--- config.mk ---
export PLATFORM = sky130hd
export DESIGN_NAME = uart_rx_fifo
export DESIGN_NICKNAME = d
export VERILOG_FILES = /design/src/rtl/uart_pkg.sv /design/src/rtl/uart_rx_buf.sv /design/src/rtl/uart_rx_fifo.sv
export SDC_FILE = /design/constraint.sdc
export NUM_CORES = 1
export LEC_CHECK = 0
export ABC_AREA = 1
export CORE_MARGIN = 2
export CORE_UTILIZATION = 62
export CTS_BUF_LIST = sky130_fd_sc_hd__clkbuf_4 sky130_fd_sc_hd__clkbuf_8 sky130_fd_sc_hd__clkbuf_16
export DETAILED_ROUTE_END_ITERATION = 6
export DONT_BUFFER_PORTS = 1
export GPL_TIMING_DRIVEN = 0
export PLACE_DENSITY = 0.87
export SLEW_MARGIN = 30
export SYNTH_ARGS = -nofsm -noshare
export SYNTH_HDL_FRONTEND = slang
export SYNTH_SLANG_ARGS = --single-unit
--- constraint.sdc ---
create_clock -name clk -period 2.6 [get_ports clk]
set_clock_uncertainty 0.1 [all_clocks]
set_input_delay 0.78 -clock clk [delete_from_list [all_inputs] [get_ports clk]]
set_output_delay 0.78 -clock clk [all_outputs]
set_load 0.05 [all_outputs]
--- src/rtl/uart_pkg.sv ---
// Shared UART definitions: receiver state encoding, frame width and bit-timing helper.
// No logic and no latency. Backpressure does not apply.
package uart_pkg;

    localparam int UART_DATA_BITS = 8;

    typedef enum logic [2:0] {
        IDLE,
        START,
        DATA,
        PARITY,
        STOP
    } rx_state_t;

    // Tick index at which the start bit is re-checked, nearest the middle of the bit.
    function automatic int mid_tick(input int ticks_per_bit);
        return (ticks_per_bit - 1) / 2;
    endfunction

endpackage

--- src/rtl/uart_rx_buf.sv ---
// uart_rx_buf: generic synchronous circular FIFO with occupancy count and overrun flag.
// Latency: a push is visible on head/empty/count the cycle after it is written.
// Backpressure: a push into a full FIFO is dropped (unless a pop frees a slot that cycle) and flagged on overrun.
module uart_rx_buf #(
    parameter int DEPTH = 4,
    parameter int WIDTH = 8,
    localparam int AW = $clog2(DEPTH)
) (
    input  logic             clk,
    input  logic             reset,
    input  logic             push,
    input  logic [WIDTH-1:0] push_dat,
    input  logic             pop,
    output logic [WIDTH-1:0] head,
    output logic             empty,
    output logic [AW:0]      count,
    output logic             overrun
);

    localparam logic [AW:0] FULL_CNT = (AW + 1)'(DEPTH);

    logic [WIDTH-1:0] mem [DEPTH];
    logic [AW-1:0]    wr_ptr;
    logic [AW-1:0]    rd_ptr;
    logic             full;
    logic             do_push;
    logic             do_pop;

    assign empty   = (count == '0);
    assign full    = (count == FULL_CNT);
    assign do_pop  = pop && !empty;
    // A pop on a full FIFO frees the slot the push lands in, so both proceed.
    assign do_push = push && (!full || do_pop);
    assign head    = mem[rd_ptr];

    always_ff @(posedge clk) begin
        if (reset) begin
            wr_ptr  <= '0;
            rd_ptr  <= '0;
            count   <= '0;
            overrun <= 1'b0;
            for (int i = 0; i < DEPTH; i++) begin
                mem[i] <= '0;
            end
        end else begin
            overrun <= push && !do_push;
            if (do_push) begin
                mem[wr_ptr] <= push_dat;
                wr_ptr      <= wr_ptr + 1'b1;
            end
            if (do_pop) begin
                rd_ptr <= rd_ptr + 1'b1;
            end
            case ({do_push, do_pop})
                2'b10:   count <= count + 1'b1;
                2'b01:   count <= count - 1'b1;
                default: count <= count;
            endcase
        end
    end

endmodule

--- src/rtl/uart_rx_fifo.sv ---
// uart_rx_fifo: 8N1 UART receiver feeding a byte FIFO; define UART_RX_PARITY_EN for an even-parity bit and parity_err.
// Latency: FIFO write one cycle after the stop-bit sample, valid/data_out the cycle after that.
// Backpressure: valid/ready pop; a byte completing into a full FIFO is dropped and pulses overrun.
module uart_rx_fifo
    import uart_pkg::*;
#(
    parameter int TICKS_PER_BIT = 87,
    parameter int FIFO_DEPTH    = 4,
    localparam int CW = $clog2(FIFO_DEPTH) + 1
) (
    input  logic          clk,
    input  logic          reset,
    input  logic          rx,
    output logic [7:0]    data_out,
    output logic          valid,
    input  logic          ready,
    output logic          frame_err,
    output logic          overrun,
`ifdef UART_RX_PARITY_EN
    output logic          parity_err,
`endif
    output logic [CW-1:0] count
);

    localparam int TW = $clog2(TICKS_PER_BIT);
    localparam int BW = $clog2(UART_DATA_BITS);
    localparam logic [TW-1:0] MID_TICK  = TW'(mid_tick(TICKS_PER_BIT));
    localparam logic [TW-1:0] LAST_TICK = TW'(TICKS_PER_BIT - 1);
    localparam logic [BW-1:0] LAST_BIT  = BW'(UART_DATA_BITS - 1);

    rx_state_t                 state;
    rx_state_t                 state_nxt;
    logic                      rx_meta;
    logic                      rx_s;
    logic                      rx_prev;
    logic [1:0]                warm;
    logic                      armed;
    logic [TW-1:0]             tick;
    logic [BW-1:0]             bit_idx;
    logic [UART_DATA_BITS-1:0] shreg;
    logic                      tick_clr;
    logic                      shift_en;
    logic                      par_en;
    logic                      stop_en;
    logic                      par_ok;
    logic                      push_q;
    logic                      frame_err_q;
    logic                      buf_empty;

    // The synchroniser resets high; edges are only trusted once real line samples
    // have reached rx_prev, so a line held low through reset is not a start bit.
    assign armed = (warm == 2'd3);

    always_comb begin
        state_nxt = state;
        tick_clr  = 1'b0;
        shift_en  = 1'b0;
        par_en    = 1'b0;
        stop_en   = 1'b0;
        case (state)
            IDLE: begin
                if (armed && rx_prev && !rx_s) begin
                    state_nxt = START;
                    tick_clr  = 1'b1;
                end
            end
            START: begin
                if (tick == MID_TICK) begin
                    tick_clr  = 1'b1;
                    state_nxt = rx_s ? IDLE : DATA;
                end
            end
            DATA: begin
                if (tick == LAST_TICK) begin
                    shift_en = 1'b1;
                    tick_clr = 1'b1;
                    if (bit_idx == LAST_BIT) begin
`ifdef UART_RX_PARITY_EN
                        state_nxt = PARITY;
`else
                        state_nxt = STOP;
`endif
                    end
                end
            end
`ifdef UART_RX_PARITY_EN
            PARITY: begin
                if (tick == LAST_TICK) begin
                    par_en    = 1'b1;
                    tick_clr  = 1'b1;
                    state_nxt = STOP;
                end
            end
`endif
            STOP: begin
                // Leaving mid-stop-bit leaves half a bit to catch a back-to-back start edge.
                if (tick == LAST_TICK) begin
                    stop_en   = 1'b1;
                    tick_clr  = 1'b1;
                    state_nxt = IDLE;
                end
            end
            default: begin
                state_nxt = IDLE;
                tick_clr  = 1'b1;
            end
        endcase
    end

    always_ff @(posedge clk) begin
        if (reset) begin
            rx_meta     <= 1'b1;
            rx_s        <= 1'b1;
            rx_prev     <= 1'b1;
            warm        <= 2'd0;
            state       <= IDLE;
            tick        <= '0;
            bit_idx     <= '0;
            shreg       <= '0;
            push_q      <= 1'b0;
            frame_err_q <= 1'b0;
        end else begin
            rx_meta <= rx;
            rx_s    <= rx_meta;
            rx_prev <= rx_s;
            if (!armed) begin
                warm <= warm + 2'd1;
            end
            state <= state_nxt;
            if (tick_clr) begin
                tick <= '0;
            end else if (state != IDLE) begin
                tick <= tick + 1'b1;
            end
            if (shift_en) begin
                shreg   <= {rx_s, shreg[UART_DATA_BITS-1:1]};
                bit_idx <= bit_idx + 1'b1;
            end else if (state != DATA) begin
                bit_idx <= '0;
            end
            push_q      <= stop_en && rx_s && par_ok;
            frame_err_q <= stop_en && !rx_s;
        end
    end

`ifdef UART_RX_PARITY_EN
    logic par_bit;
    logic parity_err_q;

    assign par_ok     = ~^{shreg, par_bit};
    assign parity_err = parity_err_q;

    // A framing error outranks a parity mismatch, so only a good stop bit can raise parity_err.
    always_ff @(posedge clk) begin
        if (reset) begin
            par_bit      <= 1'b0;
            parity_err_q <= 1'b0;
        end else begin
            if (par_en) begin
                par_bit <= rx_s;
            end
            parity_err_q <= stop_en && rx_s && !par_ok;
        end
    end
`else
    assign par_ok = 1'b1;
`endif

    // shreg holds still in IDLE long past the write, so it feeds the FIFO directly.
    uart_rx_buf #(
        .DEPTH (FIFO_DEPTH),
        .WIDTH (UART_DATA_BITS)
    ) u_buf (
        .clk      (clk),
        .reset    (reset),
        .push     (push_q),
        .push_dat (shreg),
        .pop      (ready),
        .head     (data_out),
        .empty    (buf_empty),
        .count    (count),
        .overrun  (overrun)
    );

    assign valid     = !buf_empty;
    assign frame_err = frame_err_q;

endmodule

======== Word-level counts from Yosys, hierarchy flattened ========
Memory sizes are Yosys's and may differ from the RTL's. A register that Yosys moved wholly into a read port is not among the register bits.
Cells that the tools add are included.
cells by class
  $add $sub $neg .......................... 7
  equal/unequal tests ..................... 16
  multiplexer cells ....................... 26
  reductions and logical operators ........ 21
operator list
  kind                                                              number
  3-bit 2-to-1 mux                                                  7
  3-bit one-hot mux with 4 select lines                             1
  1-bit 2-to-1 mux                                                  11
  2-bit != test (second input constant)                             5
  3-bit == test (second input constant)                             3
  2-bit 2-to-1 mux                                                  4
  8-bit 2-to-1 mux                                                  1
  8-bit OR reduction                                                1
  7-bit by 1-bit adder with 7-bit output (second input constant)    1
  7-bit by 6-bit == test with 1-bit output (second input constant)  1
  7-bit == test (second input constant)                             1
  1-bit logical AND                                                 7
  2-bit by 1-bit adder with 2-bit output (second input constant)    3
  3-bit by 1-bit adder with 3-bit output (second input constant)    2
  3-bit zero test                                                   2
  3-bit one-hot mux with 2 select lines                             1
  5-bit AND reduction                                               1
  2-bit == test (second input constant)                             2
  1-bit zero test                                                   4
  2-bit nonzero test                                                2
  2-bit OR reduction                                                2
  3-bit by 1-bit == test with 1-bit output (second input constant)  1
  3-bit by 2-bit == test with 1-bit output (second input constant)  1
  3-bit by 2-bit != test with 1-bit output (second input constant)  1
  5 further kinds                                                   5
word-level totals
  flip-flop bits (word level) ............. 36
  memory bits (writable) .................. 32
  input bits .............................. 4
  output and inout bits ................... 14
  memories ................................ 1
memory list
  name       words  width  rd ports  clocked after memory_dff  write ports  line               source
  u_buf.mem  4      8      1         1                         4            uart_rx_buf.sv:22  logic [WIDTH-1:0] mem [DEPTH];

======== Longest topological paths before layout ========
  word-level depth ........................ 10
  depth in mapped cells ................... 10
  mapped depth without buffers ............ 10

======== Hierarchy ========
A second synthesis with hierarchy kept.
second synthesis, totals
  cells, all modules ...................... 362
  area total of the unflattened synthesis .. 3,231.8 sq um
modules (own cells, without submodules)
  module        instances  cells an instance  area each (sq um)  seq. area each (sq um)
  uart_rx_buf   1          196                1,940.6            1,161.1
  uart_rx_fifo  1          166                1,291.2            560.5

======== Worst setup path after synthesis ========
Ideal clock, no wire load.
  kind .................................... reg-to-output
  start point ............................. register (tool-made name)
  end point ............................... output port data_out[2]
  arrival ................................. 1.604 ns
  data required time ...................... 1.720 ns
  path slack .............................. 0.116 ns
  stages on the path, launching flop included .. 5
  buffers on the path ..................... 1
  cells stage by stage .................... dfxtp_1 -> inv_1 -> clkbuf_1 -> o21ai_0 -> o22ai_1
RTL lines
  item           line                source
  end, declared  uart_rx_fifo.sv:14  output logic [7:0] data_out,

==> impl_metrics.py <==
metrics = {
    "clock_network": {
        "htree_levels": 3,
        "clk_pin_slew_worst_paths_ns": 0.07,
        "clock_latency_ns": 0.34,
        "cts_buffer_depth": 2,
        "cts_sinks": 70,
        "cts_root_buf": "clkbuf_8",
        "cts_buffers": 9,
        "hold_buffers": 0,
        "cts_tree": "built",
    },
    "placed_design": {
        "placed_cells": 401,
        "port_buffers": 0,
        "place_area_um2": 3170,
        "gp_congestion": 0.831,
        "dp_hpwl_um": 3880,
    },
    "die": {
        "io_pins": 18,
        "row_count": 25,
        "die_h_um": 74.3,
        "initial_core_util": 0.644,
        "die_width_um": 74.3,
        "die_area_um2": 5520,
        "core_um2": 4750,
    },
    "detailed_routing": {
        "vias": 2262,
        "wl_per_cell_um": 14.4,
        "ant_nets": 0,
        "drtIter0Drc": 121,
        "drtPass1Iterations": 4,
        "wirelength_um": 6000,
        "drc": 0,
        "routed_via_density": 5.42,
    },
    "synth": {
        "yosysMostFrequentCell": "nor2_1",
        "synthTopCellsByCount": "nor2_1 (77), inv_1 (39), dfxtp_1 (38)",
        "synth_edf_count": 32,
        "yosys-top-cells-area": "edfxtp_1 (31%), dfxtp_1 (25%), nor2_1 (9.4%)",
        "syn-num-nets": 345,
        "synth_ff_type": "dfxtp_1",
        "async_flop_share": 0,
        "synth_area_um2": 3060,
        "post-synth-top-area-fraction": 0.314,
        "syn_avg_cell_area_um2": 9.17,
        "synth_area_leader_cell": "edfxtp_1",
        "synthCells": 334,
        "ys_ff_latch": 70,
        "ys_types": 32,
        "yosysSeqAreaShare": 0.562,
        "ys_warn_count": 0,
    },
    "global_route": {
        "grt.total_usage": 0.239,
        "antenna_found_initial": 0,
        "grt_pass1_vias": 2247,
        "grt_pass1_wl_um": 9640,
        "grt_max_degree": 12,
        "grt-ovfl-total": 0,
    },
    "power_and_ir_drop": {
        "pwr-share-seq": 0.483,
        "p_leak_nw": 1.28,
        "switching_share": 0.309,
        "ir_drop_mv": 0.557,
        "power_density_nw_per_um2": 756,
        "clkPwrFrac": 0.326,
        "power_switching_uw": 810,
        "combPwrFrac": 0.190,
        "internal-power_mw": 1.81,
    },
    "sta": {
        "holdWs_ns": 0.329,
        "fmax_ghz": 0.399,
        "maxSlewViolCount": 0,
        "setup_violations": 0,
        "hold_viol": 0,
        "relSlewSlack": 0.432,
        "period_minus_slack_ns": 2.51,
        "tightest_slew_ns": 0.847,
        "fin_crit_sh": 0.964,
        "rsz0062_at_grt": "false",
    },
    "outcome": {
        "status": "completed",
    },
    "setup_path": {
        "reg2regPathDepth": 9,
        "crit_path_start_kind": "flop",
        "path_class": "reg -> out",
        "cp_data_required_time_ns": 1.72,
        "crit_arrival_ns": 1.63,
        "worstPathMaxFanout": 9,
        "end_kind": "output pin",
    },
    "min_path": {
        "min_path_cells": 1,
        "worstHoldPathType": "reg -> reg",
    },
    "finish": {
        "drive_gt1_frac": 0.166,
        "nets": 356,
        "area_growth_pct": 13.4,
        "diodes": 0,
        "final_cell_count_no_fill": 417,
        "final_area_um2": 3470,
    },
    "flow_run": {
        "maxCapViolCount": 0,
    },
}
through the flow:
| stage | setup TNS (ns) | setup WS [ns] | util | power (mW) |
|---|---|---|---|---|
| finish | 0 | 0.0944 | 0.730 | 2.62 |
| global route | 0 | 0.00917 | 0.730 | 2.74 |
| CTS | -0.212 | -0.106 | 0.727 | 2.62 |
| detailed placement | -0.765 | -0.158 | 0.667 | 1.73 |
| global placement | -1.61 | -0.225 | 0.662 | 1.70 |
| floorplan | 0 | 0.116 | - | 1.65 |
power groups by stage:
stage               logic [mW]  clock network [mW]  registers [mW]
finish                   0.499               0.857            1.27
global placement         0.417                   0            1.29
global route             0.554               0.911            1.28
detailed placement       0.439                   0            1.29
floorplan                0.369                   0            1.28
CTS                      0.492               0.864            1.27
flip-flops by register name (all words and copies together) (netlist names), 2 cells and up, named ones only:
| signal | cells |
|---|---|
| u_buf.wr_ptr | 2 |
| warm | 2 |
| u_buf.mem | 32 |
| tick | 7 |
| u_buf.rd_ptr | 2 |
| shreg | 8 |
| u_buf.count | 3 |
| state | 3 |
| bit_idx | 3 |
final timing paths:
check	from	to	slack (ns)
setup / recovery	flop	data_out[6]	0.09
hold / removal	rx_meta$_SDFF_PP1_	rx_s$_SDFF_PP1_	0.33
setup reg to reg	u_buf.count[0]$_SDFFE_PP0P_	u_buf.count[2]$_SDFFE_PP0P_	0.31
hold reg to reg	rx_meta$_SDFF_PP1_	rx_s$_SDFF_PP1_	0.33
cells by family (layout without fill, tap and decap cells):
group,count (synthesis),count (layout),share of synthesized area
buffers and inverters,47,63,0.0617
adder cells (fa/ha/maj),7,7,0.0311
AND/OR/NAND/NOR,138,138,0.213
flip-flops,70,70,0.562
XOR/XNOR,5,5,0.0143
AO/OA/AOI/OAI,67,67,0.118
layout make-up:
class | instances | area, um2
Buffer | 5 | 36.3
Inverter | 42 | 158
Fill cell | 337 | 1280
Sequential cell | 70 | 1730
Tap cell | 67 | 83.8
Clock inverter | 4 | 47.5
Multi-Input combinational cell | 217 | 1270
Clock buffer | 12 | 146
worst max-delay path, cell delays in order (launching register included):
cell and delay [ns]:
dfxtp_1 0.41, inv_1 0.26, o21ai_0 0.23, o22ai_4 0.37
per-layer routing:
metal  routed length (um)  global-route usage  vias up
li1                     -                   -     1126
met1                 2530               0.261     1062
met2                 3030               0.424       61
met3                  289              0.0596       13
met4                  143               0.137        0
met5                    0                   0        -
repair_timing:
action	4_1_cts	5_1_grt
endpoints found under the hold margin	0	0
pin swaps	0	5
setup buffers	0	0
gates resized for setup	15	11
endpoints found under the setup margin	8	9
layout by cell type, fill, tap and decap left out, drive strengths merged, types with 2 or more instances in the layout:
master,Yosys,layout
nor2,82,82
inv,42,42
dfxtp,38,38
o21ai,35,35
nand2,33,33
edfxtp,32,32
a21oi,21,21
clkbuf,3,14
nand3,13,13
o22ai,8,8
ha,6,6
xor2,5,5
nor3,3,3
or2,3,3
buf,2,3
clkinv,0,2
nand3b,2,2
nand4,2,2
No activity file was read; power rests on OpenSTA's default activity.
==> variant 1 (config.mk and constraints unchanged) <==
The parameter `FIFO_DEPTH` goes from 4 to 8.
--- a/src/rtl/uart_rx_fifo.sv
+++ b/src/rtl/uart_rx_fifo.sv
@@ -6,5 +6,5 @@
 #(
     parameter int TICKS_PER_BIT = 87,
-    parameter int FIFO_DEPTH    = 4,
+    parameter int FIFO_DEPTH    = 8,
     localparam int CW = $clog2(FIFO_DEPTH) + 1
 ) (
Ports: changed (resized count); port bits go from 18 to 19. No check against the original RTL was run, so the function may have changed too.
==> variant 1 against the unedited design <==
The flow now finishes with violations (negative setup slack). Total power increased by 75%. Register-to-register slack got worse by 0.10 ns. Design area increased by 54%. Area after synthesis increased by 59%. Cell count increased by 51%. Wire length increased by 74%. Sequential cell count increased by 36. Setup slack got worse by 0.13 ns. Largest power group unchanged.
==> variant 1: results (changes against the unedited design) <==
Number of synthesized flops with an enable pin: 64 (+100%)
NonClk Buf Share: 2.41% (+1.4 points)
Failing checks: negative setup slack
Inverters: 45 (+7.1%)
Endpoints failing setup: 1 (+1)
Detail Placement HPWL: 7.04 mm (+81%)
Clk tree area frac: 3.84% (-1.7 points)
Gp weighted congestion: 0.869 (+4.5%)
Flop pwr share: 45.9% (-2.4 points)
Final WL: 10.5 mm (+74%)
Met3 Wirelength: 787 microns (+170%)
WL met2: 5.22 mm (+72%)
Critical path endpoint: data_out[1]
WL/cell: 16.6 microns (+16%)
Synth area leaders: edfxtp_1 (39%), dfxtp_1 (17%), nor2_1 (9.8%)
Clk slew on worst S/H paths: 0.10 ns (+0.03 ns)
Clock buffer cells: 10 (-2)
Crit Path Max Fanout: 10 (+1)
Outcome: finished, violations left
Leak: 0.00198 uW (+55%)
Slowest CP cell: dfxtp_2
Power density cells: 857 nW/um^2 (+13%)
Placed insts: 614 (+53%)
R2R Path Start: u_buf.count[1]
WL met1: 4.20 mm (+66%)
#MultiIn Comb: 343 (+58%)
Final WS setup: -0.0381 ns (-0.132 ns)
variant 1: routing by layer:
layer  vias to the layer above  track usage [%]
met3                        28             5.94
met5                         -                0
met2                       157             43.7
met1                      1702             29.1
li1                       1738                -
met4                         0             12.9
variant 1: what timing repair did:
item	in CTS	in global routing
resized for setup	33	14
setup endpoints to repair	11	9
pin swaps	2	1
endpoints found under the hold margin	0	0
variant 1: worst reg2reg max path: stages, from the launching register on:
cell and delay (ns):
dfxtp_2 0.45, nor2_4 0.17, nand3_4 0.19, nand2_1 0.19, inv_2 0.09, ha_1 0.25
nand2_1 0.08, inv_1 0.06, nor2_1 0.13, ha_1 0.17, a21oi_1 0.05, xnor2_1 0.15
o21ai_0 0.16, inv_1 0.05
variant 1: logic make-up (layout without fill, tap and decap cells):
logic type / after synthesis / count (layout) / share of synthesized area [%]
simple gates: 242 / 242 / 23.5
fa+ha+maj: 10 / 10 / 2.57
xor+xnor: 5 / 5 / 0.899
flops: 106 / 106 / 56.7
mux: 8 / 8 / 1.64
compound gates: 78 / 78 / 9.04
buf+inv: 63 / 78 / 5.65
variant 1: metrics by stage:
step,utilization (%),setup slack (ns)
floorplan,-,0.0715
global placement,65.1,-0.134
detailed placement,65.1,-0.252
CTS,69.0,0.000529
global route,69.5,-0.111
finish,69.5,-0.0381
variant 1: worst min-delay path by stage:
stage               startpoint  endpoint  slack, ns  cells after the start
floorplan              rx_meta      rx_s       0.29                      1
global route           rx_meta      rx_s       0.35                      1
detailed placement     rx_meta      rx_s       0.30                      1
finish                 rx_meta      rx_s       0.32                      1
CTS                    rx_meta      rx_s       0.33                      1
global placement       rx_meta      rx_s       0.29                      1
==> variant 2 (same flow settings) <==
Made on the original files. Encoding of `rx_state_t`: now Gray code (3 bits for 5 states).
--- a/src/rtl/uart_pkg.sv
+++ b/src/rtl/uart_pkg.sv
@@ -6,9 +6,9 @@
 
     typedef enum logic [2:0] {
-        IDLE,
-        START,
-        DATA,
-        PARITY,
-        STOP
+        IDLE   = 3'b000,
+        START  = 3'b001,
+        DATA   = 3'b011,
+        PARITY = 3'b010,
+        STOP   = 3'b110
     } rx_state_t;
 
Formal check against the unedited RTL: same outputs for any inputs over 10 cycles, from zero or initial values and one cycle with reset high; not proved beyond that.
==> variant 2 against the unedited design <==
Design area fell by 0.86%. Register-to-register slack worse by 0.09 ns. Combinational power shrank 21%. Core utilization shrank 0.15 points. Sequential cell count unchanged. Wire length is 2.4% lower. Synthesized cell count down 1.2%. Non-clock buffer count rose by 1. Setup slack better by 0.018 ns. Total power is 4.0% lower. Area after synthesis fell by 1.0%. Critical endpoint is now data_out[7]. Largest cell class unchanged. Largest power group unchanged.
==> variant 2: results (changes against the unedited design) <==
Max incr delay on CP: 0.36 ns (-0.05 ns)
Leak: 0.00119 uW (-7.0%)
Outcome: complete, no violations
Net Count, Synth: 341 (-1.2%)
Vias in the first global route: 2264 (+0.76%)
Compound-gate portion of the synthesized area: 13.3% (+1.5 points)
Final WL: 5.85 mm (-2.4%)
Buffers excl. clock: 6 (+1)
Top post-synthesis cells by count: nor2_1 (61), dfxtp_1 (38), nand2_1 (33), edfxtp_1 (32), inv_1 (32)
Sequential area share after synthesis: 56.8% (+0.58 points)
Layout cell share with drive strength beyond 1: 16.5% (-0.097 points)
Placed instance area: 3130 sq um (-1.2%)
Initial DRC count: 126 (+4.1%)
NonClk Buf Share: 1.05% (+0.0091 points)
Clk tree area frac: 5.78% (+0.19 points)
Worst r2r dst: u_buf.count[2]
Slowest CP cell: dfxtp_2
Inverters: 38 (-9.5%)
Area Overhead vs Synth: 13.6%
Synth cell types: 31 (-3.1%)
Fillers: 345 (+2.4%)
Fraction of area in multi-input gates: 36.4% (-0.26 points)
Critical path endpoint: data_out[7]
Gp weighted congestion: 0.826 (-0.71%)
Synth area leaders: edfxtp_1 (32%), dfxtp_1 (25%), nor2_1 (7.6%)
Worst-Margin Slew: 0.857 ns (+0.00974 ns)
Total number of vias: 2208 (-2.4%)
Gr usage total: 24.5% (+0.60 points)
First-pass GRT wire length: 10.0 mm (+4.0%)
Synth Area in XOR/XNOR: 0.578% (-0.85 points)
Seq_cells: 70 (unchanged)
Detail Placement HPWL: 3.98 mm (+2.4%)
#MultiIn Comb: 216 (-0.46%)
Int Pwr: 1780 uW (-1.6%)
Final #Nets: 352 (-1.1%)
Mapped Area: 3030 sq um (-1.0%)
[variant 2: per-stage QoR]
stage / setup TNS [ns] / std cells / hold WS, ns / setup WS (ns)
finish: 0 / 413 / 0.309 / 0.112
global route: -0.00370 / 413 / 0.317 / -0.00370
CTS: 0 / 413 / 0.309 / 0.00324
detailed placement: -1.07 / 397 / 0.294 / -0.255
global placement: -1.64 / 397 / 0.293 / -0.213
floorplan: 0 / 330 / 0.289 / 0.116
[variant 2: power by group through the flow]
stage | logic, uW | clock network [uW] | registers [uW]
finish | 395 | 870 | 1250
global route | 432 | 928 | 1260
CTS | 395 | 882 | 1250
detailed placement | 338 | 0 | 1280
global placement | 321 | 0 | 1270
floorplan | 283 | 0 | 1270
[variant 2: layer usage]
metal	vias to the layer above	global-route usage [%]	wire length, microns
met5	-	0	0
met4	0	10.1	64
met3	6	5.08	174
met2	40	42.6	2980
met1	1032	29.7	2630
li1	1130	-	-
